--- src/rtl/uart_frame_receiver_if.sv ---
// Byte-stream input and payload valid/ready output bundle for uart_frame_receiver.
// master = byte source / payload consumer side, slave = the receiver.
interface uart_frame_receiver_if #(
  parameter int unsigned PAYLOAD_BYTES = 2
);
  logic                       rx_valid;
  logic [7:0]                 rx_data;
  logic                       frame_valid;
  logic                       frame_ready;
  logic [8*PAYLOAD_BYTES-1:0] frame_payload;
  logic [15:0]                crc_err_count;
  logic [15:0]                overrun_count;
  logic                       busy;

  modport master (
    output rx_valid, rx_data, frame_ready,
    input  frame_valid, frame_payload, crc_err_count, overrun_count, busy
  );

  modport slave (
    input  rx_valid, rx_data, frame_ready,
    output frame_valid, frame_payload, crc_err_count, overrun_count, busy
  );
endinterface

--- src/rtl/uart_frame_receiver.sv ---
// UART frame receiver: magic-header hunt, payload capture, CRC-16 (0x8005) check, valid/ready output.
// Optional inter-byte timeout enabled by defining FRAME_RX_TIMEOUT_EN.
module uart_frame_receiver #(
  parameter int unsigned PAYLOAD_BYTES = 2,
  parameter logic [31:0] MAGIC         = 32'hDABBAD00,
  parameter logic [15:0] CRC_INIT      = 16'hFFFF
`ifdef FRAME_RX_TIMEOUT_EN
  , parameter int unsigned TIMEOUT_CYCLES = 16000
`endif
) (
  input logic                 CLK,
  input logic                 RST,
  uart_frame_receiver_if.slave bus
);

  localparam int unsigned PW       = 8 * PAYLOAD_BYTES;
  localparam int unsigned IDX_W    = (PAYLOAD_BYTES > 1) ? $clog2(PAYLOAD_BYTES) : 1;
  localparam logic [IDX_W-1:0] LAST_IDX = IDX_W'(PAYLOAD_BYTES - 1);

  typedef enum logic [1:0] {HUNT, PAYLOAD, CRC_HI, CRC_LO} state_t;

  state_t           state;
  logic [1:0]       hdr_idx;
  logic [IDX_W-1:0] pay_idx;
  logic [15:0]      crc;
  logic [7:0]       crc_hi;
  logic [PW-1:0]    shadow;
  logic [PW-1:0]    payload;
  logic             frame_valid;
  logic [15:0]      crc_err_count;
  logic [15:0]      overrun_count;
  logic             busy;
  logic [7:0]       magic_byte_c;

`ifdef FRAME_RX_TIMEOUT_EN
  localparam int unsigned TW = $clog2(TIMEOUT_CYCLES + 1);
  logic [TW-1:0] timer;
`endif

  // One byte of CRC-16, polynomial 0x8005, MSB first, no reflection.
  function automatic logic [15:0] crc16_update(input logic [15:0] c_in, input logic [7:0] d);
    logic [15:0] c;
    c = c_in ^ {d, 8'h00};
    for (int i = 0; i < 8; i++) begin
      c = c[15] ? ((c << 1) ^ 16'h8005) : (c << 1);
    end
    return c;
  endfunction

  always_comb begin
    magic_byte_c = MAGIC[31:24];
    case (hdr_idx)
      2'd1:    magic_byte_c = MAGIC[23:16];
      2'd2:    magic_byte_c = MAGIC[15:8];
      2'd3:    magic_byte_c = MAGIC[7:0];
      default: magic_byte_c = MAGIC[31:24];
    endcase
  end

  always_ff @(posedge CLK) begin
    if (RST) begin
      state         <= HUNT;
      hdr_idx       <= 2'd0;
      pay_idx       <= '0;
      crc           <= CRC_INIT;
      crc_hi        <= 8'h00;
      shadow        <= '0;
      payload       <= '0;
      frame_valid   <= 1'b0;
      crc_err_count <= 16'h0000;
      overrun_count <= 16'h0000;
      busy          <= 1'b0;
`ifdef FRAME_RX_TIMEOUT_EN
      timer         <= '0;
`endif
    end else begin
      if (frame_valid && bus.frame_ready) frame_valid <= 1'b0;
`ifdef FRAME_RX_TIMEOUT_EN
      if (bus.rx_valid)                       timer <= '0;
      else if (timer != TW'(TIMEOUT_CYCLES))  timer <= timer + TW'(1);
`endif
      if (bus.rx_valid) begin
        case (state)
          HUNT: begin
            if (bus.rx_data == magic_byte_c) begin
              crc  <= crc16_update(crc, bus.rx_data);
              busy <= 1'b1;
              if (hdr_idx == 2'd3) begin
                state   <= PAYLOAD;
                hdr_idx <= 2'd0;
                pay_idx <= '0;
              end else begin
                hdr_idx <= hdr_idx + 2'd1;
              end
            end else if (bus.rx_data == MAGIC[31:24]) begin
              // Mismatching byte may itself start a new header.
              hdr_idx <= 2'd1;
              crc     <= crc16_update(CRC_INIT, bus.rx_data);
              busy    <= 1'b1;
            end else begin
              hdr_idx <= 2'd0;
              crc     <= CRC_INIT;
              busy    <= 1'b0;
            end
          end
          PAYLOAD: begin
            shadow[PW - 8 - 8 * int'(pay_idx) +: 8] <= bus.rx_data;
            crc <= crc16_update(crc, bus.rx_data);
            if (pay_idx == LAST_IDX) state   <= CRC_HI;
            else                     pay_idx <= pay_idx + IDX_W'(1);
          end
          CRC_HI: begin
            crc_hi <= bus.rx_data;
            state  <= CRC_LO;
          end
          CRC_LO: begin
            state   <= HUNT;
            hdr_idx <= 2'd0;
            crc     <= CRC_INIT;
            busy    <= 1'b0;
            if ({crc_hi, bus.rx_data} != crc) begin
              if (crc_err_count != 16'hFFFF) crc_err_count <= crc_err_count + 16'd1;
            end else if (!frame_valid || bus.frame_ready) begin
              payload     <= shadow;
              frame_valid <= 1'b1;
            end else if (overrun_count != 16'hFFFF) begin
              overrun_count <= overrun_count + 16'd1;
            end
          end
          default: state <= HUNT;
        endcase
      end
`ifdef FRAME_RX_TIMEOUT_EN
      else if (busy && (timer == TW'(TIMEOUT_CYCLES - 1))) begin
        state   <= HUNT;
        hdr_idx <= 2'd0;
        crc     <= CRC_INIT;
        busy    <= 1'b0;
      end
`endif
    end
  end

  assign bus.frame_valid   = frame_valid;
  assign bus.frame_payload = payload;
  assign bus.crc_err_count = crc_err_count;
  assign bus.overrun_count = overrun_count;
  assign bus.busy          = busy;

endmodule
--- src/flat_wrapper.sv ---
// flat-port wrapper written by rule: the top's interface ports become plain ports
module uart_frame_receiver_flat 
#(
  parameter int unsigned PAYLOAD_BYTES = 2,
  parameter logic [31:0] MAGIC         = 32'hDABBAD00,
  parameter logic [15:0] CRC_INIT      = 16'hFFFF

)
  (CLK, RST, bus_rx_valid, bus_rx_data, bus_frame_ready, bus_frame_valid, bus_frame_payload, bus_crc_err_count, bus_overrun_count, bus_busy);
  uart_frame_receiver_if #(.PAYLOAD_BYTES(PAYLOAD_BYTES)) bus_i ();
  input logic CLK;
  input logic RST;
  input wire logic [$bits(bus_i.rx_valid)-1:0] bus_rx_valid;
  input wire logic [$bits(bus_i.rx_data)-1:0] bus_rx_data;
  input wire logic [$bits(bus_i.frame_ready)-1:0] bus_frame_ready;
  output wire logic [$bits(bus_i.frame_valid)-1:0] bus_frame_valid;
  output wire logic [$bits(bus_i.frame_payload)-1:0] bus_frame_payload;
  output wire logic [$bits(bus_i.crc_err_count)-1:0] bus_crc_err_count;
  output wire logic [$bits(bus_i.overrun_count)-1:0] bus_overrun_count;
  output wire logic [$bits(bus_i.busy)-1:0] bus_busy;
  assign bus_i.rx_valid = bus_rx_valid;
  assign bus_i.rx_data = bus_rx_data;
  assign bus_i.frame_ready = bus_frame_ready;
  assign bus_frame_valid = bus_i.frame_valid;
  assign bus_frame_payload = bus_i.frame_payload;
  assign bus_crc_err_count = bus_i.crc_err_count;
  assign bus_overrun_count = bus_i.overrun_count;
  assign bus_busy = bus_i.busy;
  uart_frame_receiver #(.PAYLOAD_BYTES(PAYLOAD_BYTES), .MAGIC(MAGIC), .CRC_INIT(CRC_INIT)) u_core (.CLK(CLK), .RST(RST), .bus(bus_i));
endmodule
--- config.mk ---
export PLATFORM = sky130hd
export DESIGN_NAME = uart_frame_receiver_flat
export DESIGN_NICKNAME = d
export VERILOG_FILES = /design/src/rtl/uart_frame_receiver_if.sv /design/src/rtl/uart_frame_receiver.sv /design/src/flat_wrapper.sv
export SDC_FILE = /design/constraint.sdc
export NUM_CORES = 1
export LEC_CHECK = 0
export BUFFER_PORTS_ARGS = -buffer_cell sky130_fd_sc_hd__buf_2
export CAP_MARGIN = 5
export CORE_MARGIN = 3
export CORE_UTILIZATION = 58
export CTS_CLUSTER_SIZE = 24
export DETAILED_ROUTE_END_ITERATION = 16
export PLACE_DENSITY = 0.8
export SLEW_MARGIN = 20
export SYNTH_ARGS = -nofsm -noshare
export SYNTH_HDL_FRONTEND = slang
export SYNTH_SLANG_ARGS = --single-unit
export TNS_END_PERCENT = 100
--- constraint.sdc ---
create_clock -name CLK -period 3.4 [get_ports CLK]
set_input_delay 0.68 -clock CLK [delete_from_list [all_inputs] [get_ports CLK]]
set_output_delay 0.68 -clock CLK [all_outputs]
set_load 0.01 [all_outputs]
==> reports/qor.yml, run 1 <==
detailed_routing:
  top_layer: "met4"
  met3_wirelength_um: 642
  vias_per_cell: 5.756
  drtAntennaViolNets: 0
  vias: 4035
  wl_met2_um: 5494
  met1_length_um: 4720
  wl_um: 11100
  dr.pass1.iters: 4
  drtIter0Drc: 204
  wl_per_cell_um: 15.83
  drc_errors: 0
final_layout:
  diodes: 0
  layout-drive-gt1-share: 0.1653
  seqCellArea_um2: 1902
  fin_nets: 619
  area_growth_syn_to_layout_pct: 9.951
  multiInputGateArea_um2: 2763
  fillers: 658
cts:
  htree_levels: 3
  cts-root-buf: "clkbuf_8"
  postCtsSetupBuffers: 0
  clock-sinks: 95
  clk_pin_slew_worst_paths_ns: 0.10
  cts_buffer_depth: 2
  insertion_delay_ns: 0.37
  cts_tree: "yes"
  numCtsBuffers: 9
  ctsHoldBuffers: 0
  ctsResizeCount: 0
yosys:
  yosys-top-cells-count: "95 x dfxtp_1, 74 x nor2_1, 36 x a21oi_1, 30 x xnor2_1"
  ys_types: 49
  syn-num-nets: 578
  async_reset_ff_frac: 0
  synth_top_family_by_area: "simple AND/OR/NAND/NOR gates"
  netlist_area_um2: 4903
  syn-mean-instance-area_um2: 8.867
  synthTopCellsByArea: "dfxtp_1 39%, mux2i_1 5.9%, nor2_1 5.7%"
  ys.flop_type: "dfxtp_1"
  synth_edf_count: 0
  yosys.area.top_type: "dfxtp_1"
  synth_mux_area_frac: 0.07068
  ys_ff_latch: 95
  synthXorXnorAreaFrac: 0.1238
  synth_fa_ha_area_frac: 0.03317
  yosys_warnings: 0
  synth_compound_gate_area_share: 0.1054
  syn_inst: 553
  yosys.area_share.simple: 0.2294
  ys_seq_area_frac: 0.3879
  yosys.cell_count.top_type: "dfxtp_1"
  yosysTopAreaCellShare: 0.3879
die:
  coreArea_um2: 7968
  initial_core_util: 0.6154
  die_area_um2: 9593
  die_h_um: 97.95
  ios: 62
  die_w_um: 97.95
  rows: 32
worst_hold_path:
  hold_class: "reg2reg"
timing:
  rsz0062_at_grt: "no"
  hold_viol: 0
  fin_crit_sh: 0.7713
  fin_ws_ns: 0.7774
  period_needed_ns: 2.623
  tightestPinTransition_ns: 0.9865
  max_freq_ghz: 0.3813
  skew_ns: 0.01000
  setup_viol: 0
  slew_viol_final: 0
  finalSetupTns_ns: 0
  maxSlewHeadroom: 0.3409
grt:
  track_usage: 0.2325
  grt_pass1_wl_um: 18550
  grt_pass1_vias: 3942
  grt_max_degree: 42
  antenna_found_initial: 0
  grt-ovfl-total: 0
critical_path:
  path_cells: "xor2_1 > nor4_4 > nand4_4 > or3_4 > or4_1 > a21oi_1"
  cp.buffers_inverters: 0
  critPathArrivalTime_ns: 2.92
  critPathKind: "reg2reg"
  slowest_delay_ns: 0.55
  slowest_stage: "dfxtp_1"
  crit_family: "simple AND/OR/NAND/NOR gates"
  required_ns: 3.70
  critPathMaxFanout: 19
  crit_path_start_kind: "register"
  cp-end-kind: "register"
power_and_ir_drop:
  ir_worst_vdd_uv: 278.9
  p_leak_nw: 2.132
  p_comb_frac: 0.074
  power_frac_seq: 0.565
  p_sw_w: 0.0005174
  sw_frac_of_total: 0.2623
  p_per_area_nw_per_um2: 365.8
  clock_power_share: 0.362
  power.internal_w: 0.001455
placement:
  hpwl_um: 8032
  place_ws_ns: 0.4403
  port_buffers: 61
  routabilityCongestion: 0.9312
run:
  maxCapViolations: 0
outcome:
  run_status: "complete, no violations"
## power groups by stage
stage	clock network [W]	logic, W	registers (W)
floorplan	0	0.000121	0.00114
global placement	0	0.000139	0.00114
detailed placement	0	0.000144	0.00114
CTS	0.000731	0.000145	0.00111
global route	0.000767	0.000158	0.00111
finish	0.000713	0.000145	0.00111
## worst reg2reg max path: stages, from the launching register on
cell     delay, ns
dfxtp_1       0.55
xor2_1        0.20
nor4_4        0.31
nand4_4       0.32
or3_4         0.55
or4_1         0.48
a21oi_1       0.14
## logic make-up (layout without fill, tap and decap cells)
group,count (synthesis),in the layout
adder cells (fa/ha/maj),13,13
multiplexers,34,34
XOR/XNOR,63,63
AND/OR/NAND/NOR,211,211
flip-flops,95,95
AO/OA/AOI/OAI,83,83
buffers and inverters,54,100
## metrics by stage
step	hold WS (ns)	power, W	area (um^2)	utilization	cells
final	0.4637	0.001972	5391	0.6767	701
after global routing	0.4949	0.002039	5391	0.6767	701
after CTS	0.4655	0.001989	5391	0.6767	701
after detailed placement	0.4483	0.001283	5202	0.6530	685
after global placement	0.4390	0.001279	5202	0.6530	685
after floorplan	0.4478	0.001260	4903	-	553
## cells in the final DEF (no fill, tap or decap), drive strengths merged, types with 2 or more instances in the layout
| master | count |
|---|---|
| dfxtp | 95 |
| nor2 | 74 |
| buf | 66 |
| a21oi | 36 |
| xnor2 | 30 |
| mux2i | 29 |
| xor2 | 29 |
| nand2 | 29 |
| nand3 | 26 |
| inv | 21 |
| nor3 | 14 |
| ha | 13 |
| nand2b | 12 |
| or3 | 12 |
| o21ai | 10 |
| clkbuf | 9 |
| o22ai | 8 |
| nor4 | 8 |
| o21bai | 7 |
| nand4 | 7 |
| o31ai | 7 |
| and4 | 6 |
| or4 | 6 |
| and3 | 5 |
| mux2 | 5 |
| or2 | 5 |
| xnor3 | 4 |
| nor3b | 4 |
| o211ai | 3 |
| a2bb2oi | 3 |
| clkinv | 3 |
| and3b | 2 |
| a31oi | 2 |
## final cells by class
cell class	count	share of cell area
clock buffers	9	0.02298
inverters	18	0.01253
clock inverters	7	0.01207
repair buffers	66	0.06359
multi-input cells	404	0.5124
well taps	102	0.02367
flip-flops and latches	95	0.3527
## registers in the layout, summed over array words and instances, names as in the netlist
register                  cells
u_core.bus.crc_err_count     16
u_core.bus.frame_payload     16
u_core.bus.overrun_count     16
u_core.crc                   16
u_core.shadow                16
u_core.crc_hi                 8
u_core.hdr_idx                2
u_core.state                  2
u_core.bus.busy               1
u_core.bus.frame_valid        1
u_core.pay_idx                1
## path summary, 6_finish.rpt
path | to | slack, ns | depth (start not counted) | startpoint
setup / recovery | u_core.bus.overrun_count[15]$_SDFFE_PP0P_ | 0.78 | 6 | u_core.crc[9]$_SDFFE_PP1P_
setup reg to reg | u_core.bus.overrun_count[15]$_SDFFE_PP0P_ | 0.78 | 6 | u_core.crc[9]$_SDFFE_PP1P_
hold reg to reg | u_core.bus.busy$_SDFFE_PP0P_ | 0.46 | 2 | u_core.bus.busy$_SDFFE_PP0P_
hold / removal | u_core.bus.busy$_SDFFE_PP0P_ | 0.46 | 2 | u_core.bus.busy$_SDFFE_PP0P_
## routing by layer
layer / up-vias / GRT usage
met5: - / 0
met4: 0 / 0.08626
met3: 24 / 0.05500
met2: 120 / 0.3942
met1: 1904 / 0.2871
li1: 1987 / -
No activity file was read; power rests on OpenSTA's default activity.
==> run 2: changes to the inputs <==
Settings changed: CORE_UTILIZATION 58 to 52, PLACE_DENSITY 0.8 to 0.76.
Clock period 3.4 ns to 2.35 ns, I/O delays scaled along.
==> run 2 against run 1 <==
Compared with the run above:
- cell count rose by 5.6%
- via count rose by 4.6%
- clock skew fell by 0.0036 ns
- non-clock buffer count rose by 33
- clock power rose by 49%
- largest power group unchanged
- global-route usage fell by 0.28 points
- die area rose by 11%
==> reports/qor.yml, run 2 (synthesis results as in run 1) <==
final_layout:
  area_growth_syn_to_layout_pct: 16.31  # was 9.951%
  most-common-layout-cells: "92 x dfxtp_1, 74 x nor2_1, 61 x buf_2, 36 x a21oi_1, 35 x buf_4"  # was 95 x dfxtp_1, 74 x nor2_1, 61 x buf_2, 36 x a21oi_1, 30 x xnor2_1
  fin_nets: 652  # was 619
  multiInputGateArea_um2: 2783  # was 2763 um^2
  layout-drive-gt1-share: 0.2168  # was 0.1653
  layout_commonest_cell: "dfxtp_1"  # unchanged
  instances_no_fill: 740  # was 701
  fillers: 761  # was 658
  seqCellArea_um2: 1906  # was 1902 um^2
  final_util: 0.6384  # was 0.6767
  diodes: 0  # unchanged
power_and_ir_drop:
  p_per_area_nw_per_um2: 512.0  # was 365.8 nW/um^2
  ir_worst_vdd_uv: 380.1  # was 278.9 uV
  p_leak_nw: 2.307  # was 2.132 nW
die:
  initial_core_util: 0.5489  # was 0.6154
  coreArea_um2: 8934  # was 7968 um^2
  die_area_um2: 10630  # was 9593 um^2
  die_h_um: 103.1  # was 97.95 um
  ios: 62  # unchanged
  rows: 34  # was 32
  die_w_um: 103.1  # was 97.95 um
detailed_routing:
  vias: 4219  # was 4035
  wl_um: 11830  # was 11100 um
  drc_errors: 0  # unchanged
  dr.pass1.iters: 5  # was 4
  vias_per_cell: 5.701  # was 5.756
  drtIter0Drc: 196  # was 204
  wl_per_cell_um: 15.98  # was 15.83 um
  drtAntennaViolNets: 0  # unchanged
critical_path:
  crit_path_start_kind: "register"  # unchanged
  cp-end-kind: "register"  # unchanged
  required_ns: 2.66  # was 3.70 ns
  critPathKind: "reg2reg"  # unchanged
  critPathArrivalTime_ns: 2.58  # was 2.92 ns
  r2r_slack_ns: 0.08  # was 0.78 ns
  r2r_end: "u_core.bus.overrun_count[15]$_SDFFE_PP0P_"  # unchanged
  critPathMaxFanout: 9  # was 19
  timing.rr.start: "u_core.crc[11]$_SDFFE_PP1P_"  # was u_core.crc[9]$_SDFFE_PP1P_
  rr_worst_depth: 6  # unchanged
worst_hold_path:
  hp-start: "u_core.bus.busy$_SDFFE_PP0P_"  # unchanged
  hold_class: "reg2reg"  # unchanged
  hold_end: "u_core.bus.busy$_SDFFE_PP0P_"  # unchanged
  holdPathStages: 2  # unchanged
grt:
  antenna_found_initial: 0  # unchanged
  grt_max_degree: 35  # was 42
  track_usage: 0.2297  # was 0.2325
  grt-ovfl-total: 0  # unchanged
  grt_pass1_wl_um: 19110  # was 18550 um
  grt_pass1_vias: 3980  # was 3942
timing:
  maxSlewHeadroom: 0.6291  # was 0.3409
  finalSetupTns_ns: 0  # unchanged
  hold_viol: 0  # unchanged
  max_freq_ghz: 0.4413  # was 0.3813 GHz
  skew_ns: 0.006379  # was 0.01000 ns
  slew_viol_final: 0  # unchanged
  setup_viol: 0  # unchanged
  rsz0062_at_grt: "no"  # unchanged
  period_needed_ns: 2.266  # was 2.623 ns
  tightestPinTransition_ns: 0.5548  # was 0.9865 ns
  fin_crit_sh: 0.9644  # was 0.7713
cts:
  htree_levels: 3  # unchanged
  insertion_delay_ns: 0.37  # about the same
  ctsHoldBuffers: 0  # unchanged
  numCtsBuffers: 9  # unchanged
  cts_buffer_depth: 2  # unchanged
  clock-sinks: 95  # unchanged
  clk_pin_slew_worst_paths_ns: 0.10  # about the same
  cts-root-buf: "clkbuf_8"  # unchanged
  cts_tree: "yes"  # unchanged
placement:
  placed_cells: 723  # was 685
  routabilityCongestion: 0.9422  # was 0.9312
  port_buffers: 61  # unchanged
  hpwl_um: 8581  # was 8032 um
run:
  maxCapViolations: 0  # unchanged
outcome:
  run_status: "complete, no violations"  # unchanged
## run 2: area by class of cell
cell class              instances  share of cell area
flip-flops and latches         95              0.3341
clock buffers                   9             0.02172
inverters                      18             0.01185
well taps                     108             0.02369
clock inverters                 7             0.01053
repair buffers                 99              0.1101
multi-input cells             404              0.4879
## run 2: how the worst max path moves through the flow
| stage | slack [ns] | depth (start not counted) | startpoint | to |
|---|---|---|---|---|
| 2_1_floorplan | 0.01 | 8 | bus_rx_data[5] | u_core.bus.overrun_count[13]$_SDFFE_PP0P_ |
| 3_3_place_gp | 0.01 | 7 | bus_rx_data[2] | u_core.bus.overrun_count[15]$_SDFFE_PP0P_ |
| 5_1_grt | 0.01 | 7 | u_core.bus.crc_err_count[0]$_SDFFE_PP0P_ | u_core.bus.crc_err_count[6]$_SDFFE_PP0P_ |
| 3_5_place_dp | -0.08 | 7 | bus_rx_data[5] | u_core.bus.overrun_count[15]$_SDFFE_PP0P_ |
| 4_1_cts | 0.06 | 9 | u_core.hdr_idx[0]$_SDFFE_PP0P_ | u_core.crc[7]$_SDFFE_PP1P_ |
| 6_report | 0.08 | 6 | u_core.crc[11]$_SDFFE_PP1P_ | u_core.bus.overrun_count[15]$_SDFFE_PP0P_ |
## run 2: what timing repair did
action / CTS / global route
pin swaps: 1 / 1
resized for setup: 1 / 4
setup endpoints to repair: 3 / 10
setup buffers: 1 / 0
## run 2: power by group
group | switching (W) | internal [W]
Sequential | 0.00000150 | 0.00161
Clock | 0.000650 | 0.000406
Combinational | 0.000137 | 0.000115
## run 2: worst max-delay path, cell delays in order (launching register included)
cell     delay (ns)
dfxtp_2        0.37
xor2_1         0.17
nor4_4         0.39
nand4_4        0.18
or3_4          0.45
or4_1          0.48
a21oi_1        0.15
## run 2: routing by layer
layer  vias to the layer above  wire (um)  GRT usage
li1                       2055          -          -
met1                      2007       4989     0.2843
met2                       134       5880     0.3922
met3                        23        730    0.05007
met4                         0        225    0.08367
met5                         -          0          0
## run 2: per-stage QoR
stage,setup slack [ns],hold slack (ns),power (W),instance area [um^2]
global placement,0.009519,0.4380,0.001893,5495
CTS,0.05965,0.4520,0.002928,5688
floorplan,0.01248,0.4478,0.001824,4917
global route,0.01215,0.4729,0.003012,5703
detailed placement,-0.08195,0.4472,0.001897,5495
finish,0.08374,0.4592,0.002920,5703
==> run 3: changes to the inputs <==
Settings changed: ABC_AREA set to 1, CORE_UTILIZATION 52 to 53.
==> run 3 against run 2 <==
Compared with the run above:
- clock skew increased by 0.014 ns
- total power increased by 3.4%
- design area increased by 3.4%
- die area increased by 4.2%
- critical endpoint is now u_core.state[0]$_SDFFE_PP0P_
- largest power group unchanged
- synthesized cell count increased by 33%
- utilization decreased by 1.2 points
==> reports/qor.yml, run 3 <==
yosys:
  yosys.area.top_type: "dfxtp_1"  # unchanged
  syn_inst: 738  # was 553
  netlist_area_um2: 5223  # was 4903 um^2
  yosys-top-cells-count: "160 x nand2_1, 95 x dfxtp_1, 72 x inv_1, 64 x a21oi_1, 63 x o21ai_0"  # was 95 x dfxtp_1, 74 x nor2_1, 36 x a21oi_1, 30 x xnor2_1
  synth_compound_gate_area_share: 0.1703  # was 0.1054
  yosys.area_share.simple: 0.2770  # was 0.2294
  ys_types: 45  # was 49
  yosys.cell_count.top_type: "nand2_1"  # was dfxtp_1
  syn-mean-instance-area_um2: 7.077  # was 8.867 um^2
  ys_seq_area_frac: 0.3642  # was 0.3879
  synth_mux_area_frac: 0  # was 0.07068
  syn-num-nets: 763  # was 578
  ys_ff_latch: 95  # unchanged
  yosys_warnings: 0  # unchanged
  yosysTopAreaCellShare: 0.3642  # was 0.3879
  synth_fa_ha_area_frac: 0.03115  # was 0.03317
  synthTopCellsByArea: "dfxtp_1 36%, nand2_1 11%, a21oi_1 6.1%"  # was dfxtp_1 39%, mux2i_1 5.9%, nor2_1 5.7%
  synth_top_family_by_area: "simple AND/OR/NAND/NOR gates"  # unchanged
  async_reset_ff_frac: 0  # unchanged
  synth_edf_count: 0  # unchanged
  synthXorXnorAreaFrac: 0.07379  # was 0.1238
  ys.flop_type: "dfxtp_1"  # unchanged
grt:
  grt_max_degree: 59  # was 35
  grt_pass1_vias: 4699  # was 3980
  grt_pass1_wl_um: 22120  # was 19110 um
  antenna_found_initial: 0  # unchanged
  grt-ovfl-total: 0  # unchanged
  track_usage: 0.2390  # was 0.2297
power_and_ir_drop:
  p_leak_nw: 2.577  # was 2.307 nW
  p_per_area_nw_per_um2: 512.1  # was 512.0 nW/um^2
  ir_worst_vdd_uv: 237.8  # was 380.1 uV
detailed_routing:
  wl_met2_um: 5910  # was 5880 um
  wl_per_cell_um: 14.01  # was 15.98 um
  wl_um: 13050  # was 11830 um
  vias_per_cell: 5.419  # was 5.701
  top_layer: "met4"  # unchanged
  met1_length_um: 6295  # was 4989 um
  drtAntennaViolNets: 0  # unchanged
  drtIter0Drc: 316  # was 196
  vias: 5045  # was 4219
  met3_wirelength_um: 645  # was 730 um
  drc_errors: 0  # unchanged
  dr.pass1.iters: 5  # unchanged
die:
  die_h_um: 105.3  # was 103.1 um
  coreArea_um2: 9415  # was 8934 um^2
  initial_core_util: 0.5547  # was 0.5489
  ios: 62  # unchanged
  die_area_um2: 11080  # was 10630 um^2
  rows: 35  # was 34
  die_w_um: 105.3  # was 103.1 um
timing:
  setup_viol: 0  # unchanged
  fin_crit_sh: 0.9283  # was 0.9644
  hold_viol: 0  # unchanged
  finalSetupTns_ns: 0  # unchanged
  maxSlewHeadroom: 0.6605  # was 0.6291
  tightestPinTransition_ns: 0.5053  # was 0.5548 ns
  period_needed_ns: 2.182  # was 2.266 ns
  fin_ws_ns: 0.1684  # was 0.08374 ns
  slew_viol_final: 0  # unchanged
  skew_ns: 0.02067  # was 0.006379 ns
  rsz0062_at_grt: "no"  # unchanged
  max_freq_ghz: 0.4584  # was 0.4413 GHz
cts:
  cts-root-buf: "clkbuf_8"  # unchanged
  clock-sinks: 95  # unchanged
  htree_levels: 3  # unchanged
  numCtsBuffers: 9  # unchanged
  cts_tree: "yes"  # unchanged
  clk_pin_slew_worst_paths_ns: 0.09  # was 0.10 ns
  insertion_delay_ns: 0.38  # was 0.37 ns
  cts_buffer_depth: 2  # unchanged
  ctsResizeCount: 0  # was 1
  ctsHoldBuffers: 0  # unchanged
  postCtsSetupBuffers: 0  # was 1
final_layout:
  area_growth_syn_to_layout_pct: 12.89  # was 16.31%
  diodes: 0  # unchanged
  fin_nets: 822  # was 652
  layout_commonest_cell: "nand2_1"  # was dfxtp_1
  most-common-layout-cells: "160 x nand2_1, 95 x dfxtp_1, 72 x inv_1, 64 x a21oi_1, 63 x o21ai_0"  # was 92 x dfxtp_1, 74 x nor2_1, 61 x buf_2, 36 x a21oi_1, 35 x buf_4
  layout-drive-gt1-share: 0.1608  # was 0.2168
run:
  maxCapViolations: 0  # unchanged
critical_path:
  critPathMaxFanout: 4  # was 9
  cp-end-kind: "register"  # unchanged
  r2r_slack_ns: 0.17  # was 0.08 ns
  crit_path_start_kind: "register"  # unchanged
  critPathArrivalTime_ns: 2.42  # was 2.58 ns
  required_ns: 2.58  # was 2.66 ns
  critPathKind: "reg2reg"  # unchanged
placement:
  hpwl_um: 9542  # was 8581 um
  port_buffers: 61  # unchanged
  routabilityCongestion: 0.9105  # was 0.9422
  place_ws_ns: 0.05003  # was -0.08195 ns
worst_hold_path:
  hold_class: "reg2reg"  # unchanged
outcome:
  run_status: "complete, no violations"  # unchanged
-- run 3: cell count changes in the layout (fill, tap and decap cells not counted), moves of 7 or more --
cell / delta
inv_1: +54
buf_4: -21
a21oi_2: +12
o21bai_1: -7
nor2_1: -12
mux2i_1: -29
nand2_2: +9
or3_1: -11
nand3_1: +7
xor2_1: -8
a21oi_1: +28
nand2_1: +131
o21ai_0: +54
-- run 3: report_power, final --
group / internal (W) / switching, W
combinational: 0.0000756 / 0.000169
sequential: 0.00161 / 0.00000727
clock: 0.000516 / 0.000638
-- run 3: layer usage --
| layer | GRT usage | vias up |
|---|---|---|
| met5 | 0 | - |
| met4 | 0.06654 | 0 |
| met3 | 0.03735 | 19 |
| met2 | 0.3930 | 145 |
| met1 | 0.3256 | 2349 |
| li1 | - | 2532 |
-- run 3: metrics by stage --
stage	hold slack, ns	area (um^2)	utilization	power (W)	cells
5_1_grt	0.4651	5896	0.6262	0.003132	931
4_1_cts	0.4518	5876	0.6241	0.003025	930
3_5_place_dp	0.4381	5665	0.6017	0.001897	914
6_report	0.4484	5896	0.6262	0.003019	931
3_3_place_gp	0.4307	5665	0.6017	0.001894	914
2_1_floorplan	0.4205	5223	-	0.001830	738
-- run 3: worst paths after layout --
check,startpoint,depth (start not counted),endpoint
hold / removal,u_core.shadow[5]$_SDFFE_PP0P_,2,u_core.shadow[5]$_SDFFE_PP0P_
setup reg to reg,u_core.hdr_idx[0]$_SDFFE_PP0P_,11,u_core.state[0]$_SDFFE_PP0P_
setup / recovery,u_core.hdr_idx[0]$_SDFFE_PP0P_,11,u_core.state[0]$_SDFFE_PP0P_
hold reg to reg,u_core.shadow[5]$_SDFFE_PP0P_,2,u_core.shadow[5]$_SDFFE_PP0P_
-- run 3: cell type report --
cell class / instances / area, um^2
tap: 129 / 161.4
clock inverter: 7 / 86.33
fill: 870 / 3520
multi-input combinational: 539 / 2904
sequential: 95 / 1902
inverter: 76 / 287.8
timing repair buffer: 76 / 430.4
clock buffer: 9 / 123.9
-- run 3: cell families (layout without fill, tap and decap cells) --
kind of cell	after synthesis	count (layout)
xor gates and xnor gates	44	44
DFF	95	95
AOI/OAI and AO/OA	160	160
buffers and inverters	105	168
adders and majority gates	13	13
and+or+nand+nor	321	322
-- run 3: critical path, stage by stage, from the launching register on --
cell	delay, ns
dfxtp_1	0.39
inv_1	0.09
ha_1	0.33
nor2_1	0.11
nor2_1	0.05
nor4_1	0.26
nand2_1	0.17
buf_4	0.18
nand2_1	0.08
o211ai_1	0.15
nor3_1	0.18
a211oi_1	0.07
